## config.mk

```make
export PLATFORM = sky130hd
export DESIGN_NAME = instr_fetch_decode
export DESIGN_NICKNAME = d
export VERILOG_FILES = /design/src/rtl/fetch_pkg.sv /design/src/rtl/instr_field_split.sv /design/src/rtl/instr_fetch_decode.sv
export SDC_FILE = /design/constraint.sdc
export NUM_CORES = 1
export LEC_CHECK = 0
export ABC_AREA = 1
export CAP_MARGIN = 20
export CORE_ASPECT_RATIO = 0.7
export CORE_MARGIN = 2
export CORE_UTILIZATION = 45
export DETAILED_ROUTE_END_ITERATION = 16
export PLACE_DENSITY = 0.81
export SLEW_MARGIN = 5
export SYNTH_ARGS = -nofsm -noshare
export SYNTH_HDL_FRONTEND = slang
export SYNTH_HIERARCHICAL = 1
export SYNTH_SLANG_ARGS = --single-unit
```

## constraint.sdc

```tcl
create_clock -name clk -period 2.1 [get_ports clk]
set_input_delay 0.42 -clock clk [delete_from_list [all_inputs] [get_ports clk]]
set_output_delay 0.42 -clock clk [all_outputs]
set_load 0.01 [all_outputs]
```

## src/rtl/fetch_pkg.sv

```systemverilog
// Shared constants and FSM encoding for the fetch/decode front stage.
// Optional macro FETCH_ILLEGAL_TRAP_EN adds the terminal HALT state.
package fetch_pkg;

  localparam logic [6:0]  OPC_RTYPE  = 7'b0110011;
  localparam logic [6:0]  OPC_LOAD   = 7'b0000011;
  localparam int unsigned INSN_BYTES = 4;

  typedef enum logic [2:0] {
    ST_IDLE,
    ST_REQ,
    ST_WAIT,
    ST_HOLD
`ifdef FETCH_ILLEGAL_TRAP_EN
    , ST_HALT
`endif
  } fetch_state_e;

  function automatic logic opcode_supported(input logic [6:0] op);
    return (op == OPC_RTYPE) || (op == OPC_LOAD);
  endfunction

endpackage

```

## src/rtl/instr_field_split.sv

```systemverilog
// Combinational split of an instruction word into its decode fields.
module instr_field_split #(
  parameter int unsigned XLEN     = 32,
  parameter int unsigned WIDTH_OP = 7
) (
  input  logic [XLEN-1:0]     ir,
  output logic [WIDTH_OP-1:0] opcode,
  output logic [4:0]          rd,
  output logic [2:0]          func3,
  output logic [4:0]          rs1,
  output logic [4:0]          rs2,
  output logic [WIDTH_OP-1:0] func7,
  output logic [19:0]         imm_data
);

  assign opcode   = WIDTH_OP'(ir[6:0]);
  assign rd       = ir[11:7];
  assign func3    = ir[14:12];
  assign rs1      = ir[19:15];
  assign rs2      = ir[24:20];
  assign func7    = WIDTH_OP'(ir[31:25]);
  assign imm_data = ir[31:12];

endmodule

```

## src/rtl/instr_fetch_decode.sv

```systemverilog
// Fetch/decode front stage: PC, req/gnt/rvalid instruction fetch, IR and field decode.
// Optional macro FETCH_ILLEGAL_TRAP_EN enables illegal-opcode flagging and HALT.
module instr_fetch_decode
  import fetch_pkg::*;
#(
  parameter int unsigned     XLEN     = 32,
  parameter int unsigned     WIDTH_OP = 7,
  parameter logic [XLEN-1:0] RESET_PC = '0
) (
  input  logic                clk,
  input  logic                rst_n,
  output logic                imem_req,
  output logic [XLEN-1:0]     imem_addr,
  input  logic                imem_gnt,
  input  logic                imem_rvalid,
  input  logic [XLEN-1:0]     imem_rdata,
  input  logic                redirect_valid,
  input  logic [XLEN-1:0]     redirect_pc,
  output logic                dec_valid,
  input  logic                dec_ready,
  output logic [XLEN-1:0]     dec_pc,
  output logic [WIDTH_OP-1:0] opcode,
  output logic [4:0]          rd,
  output logic [2:0]          func3,
  output logic [4:0]          rs1,
  output logic [4:0]          rs2,
  output logic [WIDTH_OP-1:0] func7,
  output logic [19:0]         imm_data,
  output logic                illegal
);

  fetch_state_e    state, state_n;
  logic [XLEN-1:0] pc, pc_n;
  logic [XLEN-1:0] ir, ir_n;
  logic [XLEN-1:0] dec_pc_q, dec_pc_n;
  logic            drop, drop_n;
  logic [XLEN-1:0] redirect_aligned;

  assign redirect_aligned = redirect_pc & ~XLEN'(3);

  always_ff @(posedge clk) begin
    if (!rst_n) begin
      state    <= ST_IDLE;
      pc       <= RESET_PC;
      ir       <= '0;
      dec_pc_q <= '0;
      drop     <= 1'b0;
    end else begin
      state    <= state_n;
      pc       <= pc_n;
      ir       <= ir_n;
      dec_pc_q <= dec_pc_n;
      drop     <= drop_n;
    end
  end

  always_comb begin
    state_n  = state;
    pc_n     = pc;
    ir_n     = ir;
    dec_pc_n = dec_pc_q;
    drop_n   = drop;
    unique case (state)
      ST_IDLE: state_n = ST_REQ;
      ST_REQ: begin
        if (redirect_valid) pc_n = redirect_aligned;
        if (imem_gnt) begin
          state_n = ST_WAIT;
          // A grant for the old PC is already in flight; mark its data stale.
          drop_n  = redirect_valid;
        end
      end
      ST_WAIT: begin
        if (redirect_valid) pc_n = redirect_aligned;
        if (imem_rvalid) begin
          if (drop || redirect_valid) begin
            drop_n  = 1'b0;
            state_n = ST_REQ;
          end else begin
            ir_n     = imem_rdata;
            dec_pc_n = pc;
            state_n  = ST_HOLD;
          end
        end else if (redirect_valid) begin
          drop_n = 1'b1;
        end
      end
      ST_HOLD: begin
        if (redirect_valid) begin
          pc_n    = redirect_aligned;
          state_n = ST_REQ;
        end else if (dec_ready) begin
`ifdef FETCH_ILLEGAL_TRAP_EN
          if (illegal) begin
            state_n = ST_HALT;
          end else begin
            pc_n    = pc + XLEN'(INSN_BYTES);
            state_n = ST_REQ;
          end
`else
          pc_n    = pc + XLEN'(INSN_BYTES);
          state_n = ST_REQ;
`endif
        end
      end
`ifdef FETCH_ILLEGAL_TRAP_EN
      ST_HALT: begin
        if (redirect_valid) begin
          pc_n    = redirect_aligned;
          state_n = ST_REQ;
        end
      end
`endif
      default: state_n = ST_IDLE;
    endcase
  end

  assign imem_req  = (state == ST_REQ);
  assign imem_addr = pc;
  assign dec_valid = (state == ST_HOLD);
  assign dec_pc    = dec_pc_q;

`ifdef FETCH_ILLEGAL_TRAP_EN
  assign illegal = ((state == ST_HOLD) && !opcode_supported(7'(opcode))) ||
                   (state == ST_HALT);
`else
  assign illegal = 1'b0;
`endif

  instr_field_split #(
    .XLEN     (XLEN),
    .WIDTH_OP (WIDTH_OP)
  ) u_field_split (
    .ir       (ir),
    .opcode   (opcode),
    .rd       (rd),
    .func3    (func3),
    .rs1      (rs1),
    .rs2      (rs2),
    .func7    (func7),
    .imm_data (imm_data)
  );

endmodule

```

==> results of run 1 <==
[power groups by stage]
stage | clock, mW | combinational (mW) | sequential [mW]
final | 1.93 | 2.32 | 2.58
after global routing | 2.02 | 2.55 | 2.63
after CTS | 1.95 | 2.32 | 2.57
after detailed placement | 0 | 2.30 | 2.61
after global placement | 0 | 2.27 | 2.60
after floorplan | 0 | 1.20 | 2.58
[per-stage QoR]
step	power, mW	area [µm²]	hold slack, ns	setup slack (ns)
2_1_floorplan	3.78	5070	0.424	0.534
3_3_place_gp	4.87	6670	0.431	0.172
3_5_place_dp	4.91	6670	0.436	0.117
4_1_cts	6.84	7030	0.446	0.0383
5_1_grt	7.20	7030	0.467	0.0128
6_report	6.83	7030	0.444	0.0821
[final cells by class]
class                           instances  area [µm²]  area share, %
Clock buffer                           10         239           3.40
Clock inverter                          6         115           1.64
Inverter                               93         349           4.97
Multi-Input combinational cell        480        2260           32.1
Sequential cell                        95        1900           27.1
Tap cell                              153         191           2.72
Timing Repair Buffer                  197        1980           28.1
[cell usage after synthesis (all sizes together)]
library cell	instances
a211oi	2
o32ai	1
or2	2
dfxtp	95
clkinv	1
a221oi	1
a31oi	4
nand2	153
nor2	83
o211ai	2
xnor2	1
clkbuf	25
nor3	1
nand4	5
ha	5
a21oi	95
nand3b	1
conb	1
inv	92
o22ai	2
buf	67
o21ai	84
nand3	33
[logic make-up (layout without fill, tap and decap cells)]
group / count (synthesis) / count (layout) / synth area share (%)
AOI/OAI and AO/OA: 191 / 191 / 19.4
xor gates and xnor gates: 1 / 1 / 0.173
adders and majority gates: 5 / 5 / 1.24
buffers and inverters: 185 / 306 / 18.4
DFF: 95 / 95 / 37.6
other: 1 / 5 / 0.0742
and+or+nand+nor: 278 / 278 / 23.1
[worst paths after layout]
kind / end / depth (start not counted)
worst min register to register: dec_pc[15]$_SDFFE_PN0N_ / 2
worst max register to register: imem_addr[6]$_SDFFE_PN0P_ / 9
worst max-delay path: imem_req / 2
worst min-delay path: dec_pc[15]$_SDFFE_PN0N_ / 2
[routing by layer]
layer	wire length [µm]	global-route usage, %	share of wire [%]	vias to the layer above
li1	-	-	-	2589
met1	6510	32.3	46	2294
met2	6140	36.5	44	223
met3	1260	5.26	9.0	9
met4	97	5.32	0.69	0
met5	0	0	0	-
[state kept, by name, indices dropped and copies added, names as in the netlist]
register / count
dec_pc: 30
state: 2
ir: 32
imem_addr: 30
drop: 1
[critical path, delay by kind of cell, from the launching register on]
family | cells | cell delay (ns)
flops | 1 | 0.41
fa+ha+maj | 1 | 0.25
buf+inv | 1 | 0.59
[cells in the final DEF (no fill, tap or decap), types with 2 or more instances in the layout]
cell / netlist / layout
buf_12: 0 / 4
inv_1: 86 / 86
nand2_1: 148 / 148
a21oi_1: 95 / 95
a211oi_1: 2 / 2
nand2_2: 5 / 5
o21ai_1: 4 / 3
nor2_4: 3 / 3
a31oi_1: 4 / 4
buf_4: 57 / 12
clkbuf_16: 0 / 9
o22ai_1: 2 / 2
ha_1: 5 / 4
o211ai_1: 2 / 2
bufinv_16: 0 / 3
inv_2: 6 / 6
nand3_1: 32 / 31
clkdlybuf4s50_1: 0 / 180
inv_6: 0 / 2
dfxtp_1: 95 / 95
nor2_1: 72 / 72
nor2_2: 8 / 8
o21ai_0: 80 / 80
conb_1: 1 / 5
nand4_1: 5 / 5
==> results.ini, run 1 <==
[outcome]
status = completed

[finish]
utilization_pct = 64.1
fin_nets = 951
fillers = 1045
antenna_cells = 0
final_cells = 1034
area_growth_pct = 39.0
drive_above_1_share_pct = 6.81

[flow_run]
cap_violations = 0

[grt]
grt_pass1_vias = 4523
grt_first_pass_wirelength_mm = 22.2
antenna_found_initial = 0
grt_start_max_net_pins = 71
grtUsageTotal_pct = 23.2
overflow = 0

[place]
dp_hpwl_mm = 10.5
dp.cells = 1018
place.gp.congestion = 0.920
io_buffers = 181

[timing]
fin_crit_sh_pct = 96.1
hold_viol = 0
fmax_mhz = 496
max_slew.worst_pin.slew_ns = 0.618
fin_crit_ns = 2.02
rsz0062_at_grt = false
setup_violations = 0
skew_ns = 0.00445
slew_viol_final = 0
tns_ns = 0
relSlewSlack_pct = 58.6

[floorplanning]
num_io_pins = 189
die_w_um = 131
die_height_um = 92.7
dieArea_mm2 = 0.0121
start_util_pct = 46.1
core_area_mm2 = 0.0110
rows = 32

[power_and_ir_drop]
switching_share_pct = 34.1
p_clk_share_pct = 28.3
power.switching_mw = 2.33
p_seq_share_pct = 37.7
p_comb_share_pct = 34.0
power_density_mw_per_mm2 = 972
p_int_mw = 4.50
vdd_drop_max_mv = 0.534
leakage_nw = 2.38

[setup_path]
path_cells = ha_1 > clkdlybuf4s50_1
rrSetupSlack_ns = 0.34
worstSetupPathType = reg -> out
cp_slowest_cell = clkdlybuf4s50_1
critical_path_required_ns = 1.68
crit_path_max_incr_delay_ns = 0.59
r2r-start = state[0]$_SDFFE_PN0P_
worstSetupEndpointType = primary output
cp.arrival_ns = 1.60
start_kind = flip-flop
cp-startpoint = state[0]$_SDFFE_PN0P_
cp_max_fo = 5

[route]
wire_per_inst_um = 13.5
drcViolationCount = 0
drt_first_pass_iters = 6
drt-vias-per-instance = 4.95
antenna_left = 0
vias = 5115
routed_wl_mm = 14.0
first_iter_violations = 406

[logic_synthesis]
avgSynthCellArea_um2 = 6.69
synth_top_area_cell = dfxtp_1
ys_ff_latch = 95
synth_top_area_share_pct = 37.6
netlist-cell-type-count = 32
synth_area_leaders = dfxtp_1 (38%), nand2_1 (11%), a21oi_1 (9.4%)
synth_cells = 756
ys_warn_count = 6
syn_area_mm2 = 0.00506
yosysSeqAreaShare_pct = 37.6

[clock_tree]
ctsHoldBuffers = 0
cts-resized-gates = 0
clk_pin_slew_worst_paths_ns = 0.07
cts_tree = yes
clk_path_buf_depth = 2
htreeDepth = 3
clock-sinks = 95
cts_setup_buffers = 0
cts_buffers = 9
clk_latency_ns = 0.34
cts-root-buf = clkbuf_16

[worst_hold_path]
hold_class = reg -> reg
min-delay-start = dec_pc[15]$_SDFFE_PN0N_

Note: power is estimated with default switching activity, not from simulation.
==> run 2, diff against run 1 <==
--- a/config.mk
+++ b/config.mk
@@ -9,11 +9,11 @@
 export CAP_MARGIN = 20
 export CORE_ASPECT_RATIO = 0.7
 export CORE_MARGIN = 2
-export CORE_UTILIZATION = 45
+export CORE_UTILIZATION = 44
+export CTS_CLUSTER_DIAMETER = 150
 export DETAILED_ROUTE_END_ITERATION = 16
 export PLACE_DENSITY = 0.81
 export SLEW_MARGIN = 5
 export SYNTH_ARGS = -nofsm -noshare
 export SYNTH_HDL_FRONTEND = slang
-export SYNTH_HIERARCHICAL = 1
 export SYNTH_SLANG_ARGS = --single-unit
==> results.ini, run 2 <==
[timing]
fin_crit_ns = 2.03  ; +0.0131 ns
max_slew.worst_pin.slew_ns = 0.609  ; -0.00905 ns
skew_ns = 0.00444  ; -0.0000123 ns
rsz0062_at_grt = false
setup_violations = 0  ; unchanged
fin_crit_sh_pct = 96.7  ; +0.62 points
tns_ns = 0  ; unchanged
slew_viol_final = 0  ; unchanged
holdWs_ns = 0.441  ; -0.00309 ns
fmax_mhz = 492  ; -0.65%
relSlewSlack_pct = 59.4  ; +0.86 points
hold_viol = 0  ; unchanged

[outcome]
status = completed

[clock_tree]
cts_tree = yes
clk_path_buf_depth = 2  ; unchanged
clk_pin_slew_worst_paths_ns = 0.07  ; about the same
ctsHoldBuffers = 0  ; unchanged
clock-sinks = 95  ; unchanged
cts-root-buf = clkbuf_16
cts_buffers = 9  ; unchanged
clk_latency_ns = 0.34  ; about the same
htreeDepth = 3  ; unchanged

[worst_hold_path]
hold_class = reg -> reg

[route]
drt_first_pass_iters = 5  ; -1
vias = 5028  ; -1.7%
first_iter_violations = 315  ; -22%
drcViolationCount = 0  ; unchanged
drt-vias-per-instance = 4.91  ; -0.84%
wire_per_inst_um = 13.6  ; +0.27%
routed_wl_mm = 13.9  ; -0.61%
antenna_left = 0  ; unchanged

[setup_path]
start_kind = flip-flop
cp_max_fo = 5  ; unchanged
critPathTopFamily = buffers and inverters
worstSetupPathType = reg -> out
path_buf_inv = 1  ; unchanged
cp_slowest_cell = clkdlybuf4s50_1
critical_path_required_ns = 1.68  ; about the same
crit_path_max_incr_delay_ns = 0.58  ; about the same
worstSetupEndpointType = primary output
path_cells = ha_2 > clkdlybuf4s50_1
cp.arrival_ns = 1.61  ; about the same

[logic_synthesis]
ys_ff_latch = 95  ; unchanged
synth_flop_cell = dfxtp_1
ys_warn_count = 0  ; -6
synth_cells = 724  ; -4.2%
synth.most_common_cell = nand2_1
synth_area_leaders = dfxtp_1 (39%), nand2_1 (12%), a21oi_1 (9.9%)
synth_top_area_cell = dfxtp_1
synth_edf_count = 0  ; unchanged
ys_async_sr_fraction_pct = 0  ; unchanged
synth_common_cells = nand2_1 (148), a21oi_1 (95), dfxtp_1 (95)
synth_top_area_share_pct = 39.5  ; +1.9 points
avgSynthCellArea_um2 = 6.65  ; -0.54%
yosysSeqAreaShare_pct = 39.5  ; +1.9 points
syn_area_mm2 = 0.00482  ; -4.8%
netlist-cell-type-count = 32  ; unchanged

[place]
dpl_cell_area_mm2 = 0.00662  ; -0.81%
dp_hpwl_mm = 10.4  ; -0.70%
io_buffers = 181  ; unchanged
place.gp.congestion = 0.897  ; -2.6%

[floorplanning]
dieArea_mm2 = 0.0118  ; -2.5%
die_height_um = 91.5  ; -1.2%
num_io_pins = 189  ; unchanged
die_w_um = 129  ; -1.3%
rows = 31  ; -3.1%
start_util_pct = 45.8  ; -0.27 points
core_area_mm2 = 0.0105  ; -4.2%

[grt]
grt_first_pass_wirelength_mm = 22.5  ; +1.0%
antenna_found_initial = 0  ; unchanged
grt_pass1_vias = 4635  ; +2.5%
grtUsageTotal_pct = 23.9  ; +0.73 points
overflow = 0  ; unchanged
grt_start_max_net_pins = 71  ; unchanged

[flow_run]
cap_violations = 0  ; unchanged

[finish]
fin_nets = 948  ; -0.32%
largest_reg_flops = 32  ; unchanged
stdcell_area_mm2 = 0.00689  ; -1.9%
area_growth_pct = 43.2
utilization_pct = 65.6  ; +1.5 points
layout_commonest_cell = clkdlybuf4s50_1
antenna_cells = 0  ; unchanged
final_cell_mix = clkdlybuf4s50_1 (180), nand2_1 (148), a21oi_1 (95), dfxtp_1 (95), inv_1 (86)
drive_above_1_share_pct = 6.27  ; -0.54 points
top_register = ir

[power_and_ir_drop]
p_int_mw = 4.06  ; -9.8%
switching_share_pct = 36.3  ; +2.1 points
leakage_nw = 2.32  ; -2.7%
vdd_drop_max_mv = 0.549  ; +2.8%
power_density_mw_per_mm2 = 924  ; -4.9%
p_comb_share_pct = 35.3  ; +1.3 points
p_seq_share_pct = 40.5  ; +2.8 points
p_clk_share_pct = 24.2  ; -4.1 points
power.switching_mw = 2.31  ; -0.96%

-- run 2: per-layer routing --
| metal | part of all wire [%] | GRT usage, % |
|---|---|---|
| met4 | 1.0 | 5.34 |
| met5 | 0 | 0 |
| met3 | 8.7 | 5.77 |
| met1 | 48 | 34.1 |
| met2 | 42 | 36.4 |
-- run 2: power groups by stage --
stage / registers [mW] / logic [mW] / clock network, mW
floorplan: 2.61 / 1.10 / 0
global placement: 2.60 / 2.22 / 0
detailed placement: 2.61 / 2.24 / 0
CTS: 2.57 / 2.26 / 1.56
global route: 2.64 / 2.50 / 1.64
finish: 2.58 / 2.25 / 1.54
-- run 2: kinds of logic (layout without fill, tap and decap cells) --
family | count (synthesis) | count (layout) | share of synthesized area (%)
buffers and inverters | 153 | 302 | 14.3
DFF | 95 | 95 | 39.5
adders and majority gates | 5 | 5 | 1.30
other | 1 | 5 | 0.0779
xor gates and xnor gates | 1 | 1 | 0.182
and+or+nand+nor | 278 | 278 | 24.2
AOI/OAI and AO/OA | 191 | 191 | 20.4
-- run 2: worst min-delay path: cells and delay by family (launching register included) --
kind	cells	cell delay (ns)
AOI/OAI and AO/OA	1	0.04
buffers and inverters	1	0.04
DFF	1	0.31
-- run 2: path summary, 6_finish.rpt --
kind | startpoint | to | slack [ns] | cells after the start
worst max-delay path | state[0]$_SDFFE_PN0P_ | dec_valid | 0.07 | 2
worst max register to register | imem_addr[2]$_SDFFE_PN0P_ | imem_addr[12]$_SDFFE_PN0P_ | 0.38 | 9
worst min register to register | dec_pc[4]$_SDFFE_PN0N_ | dec_pc[4]$_SDFFE_PN0N_ | 0.44 | 2
worst min-delay path | dec_pc[4]$_SDFFE_PN0N_ | dec_pc[4]$_SDFFE_PN0N_ | 0.44 | 2
-- run 2: layout make-up --
cell class,count,area [µm²]
well taps,148,185
fillers,970,3620
clock buffers,10,229
clock inverters,5,42.5
repair buffers,194,1930
flip-flops and latches,95,1900
inverters,93,349
multi-input cells,480,2260
-- run 2: metrics by stage --
step | worst slack, ns | instances | total power [mW]
3_3_place_gp | 0.135 | 1010 | 4.82
5_1_grt | 0.0144 | 1025 | 6.78
2_1_floorplan | 0.534 | 728 | 3.71
3_5_place_dp | 0.0955 | 1010 | 4.85
4_1_cts | 0.0578 | 1025 | 6.39
6_report | 0.0690 | 1025 | 6.37
-- run 2: timing repair --
| action | in CTS | in global routing |
|---|---|---|
| setup buffers | 0 | 0 |
| resized for setup | 1 | 0 |
| setup endpoints to repair | 1 | 0 |
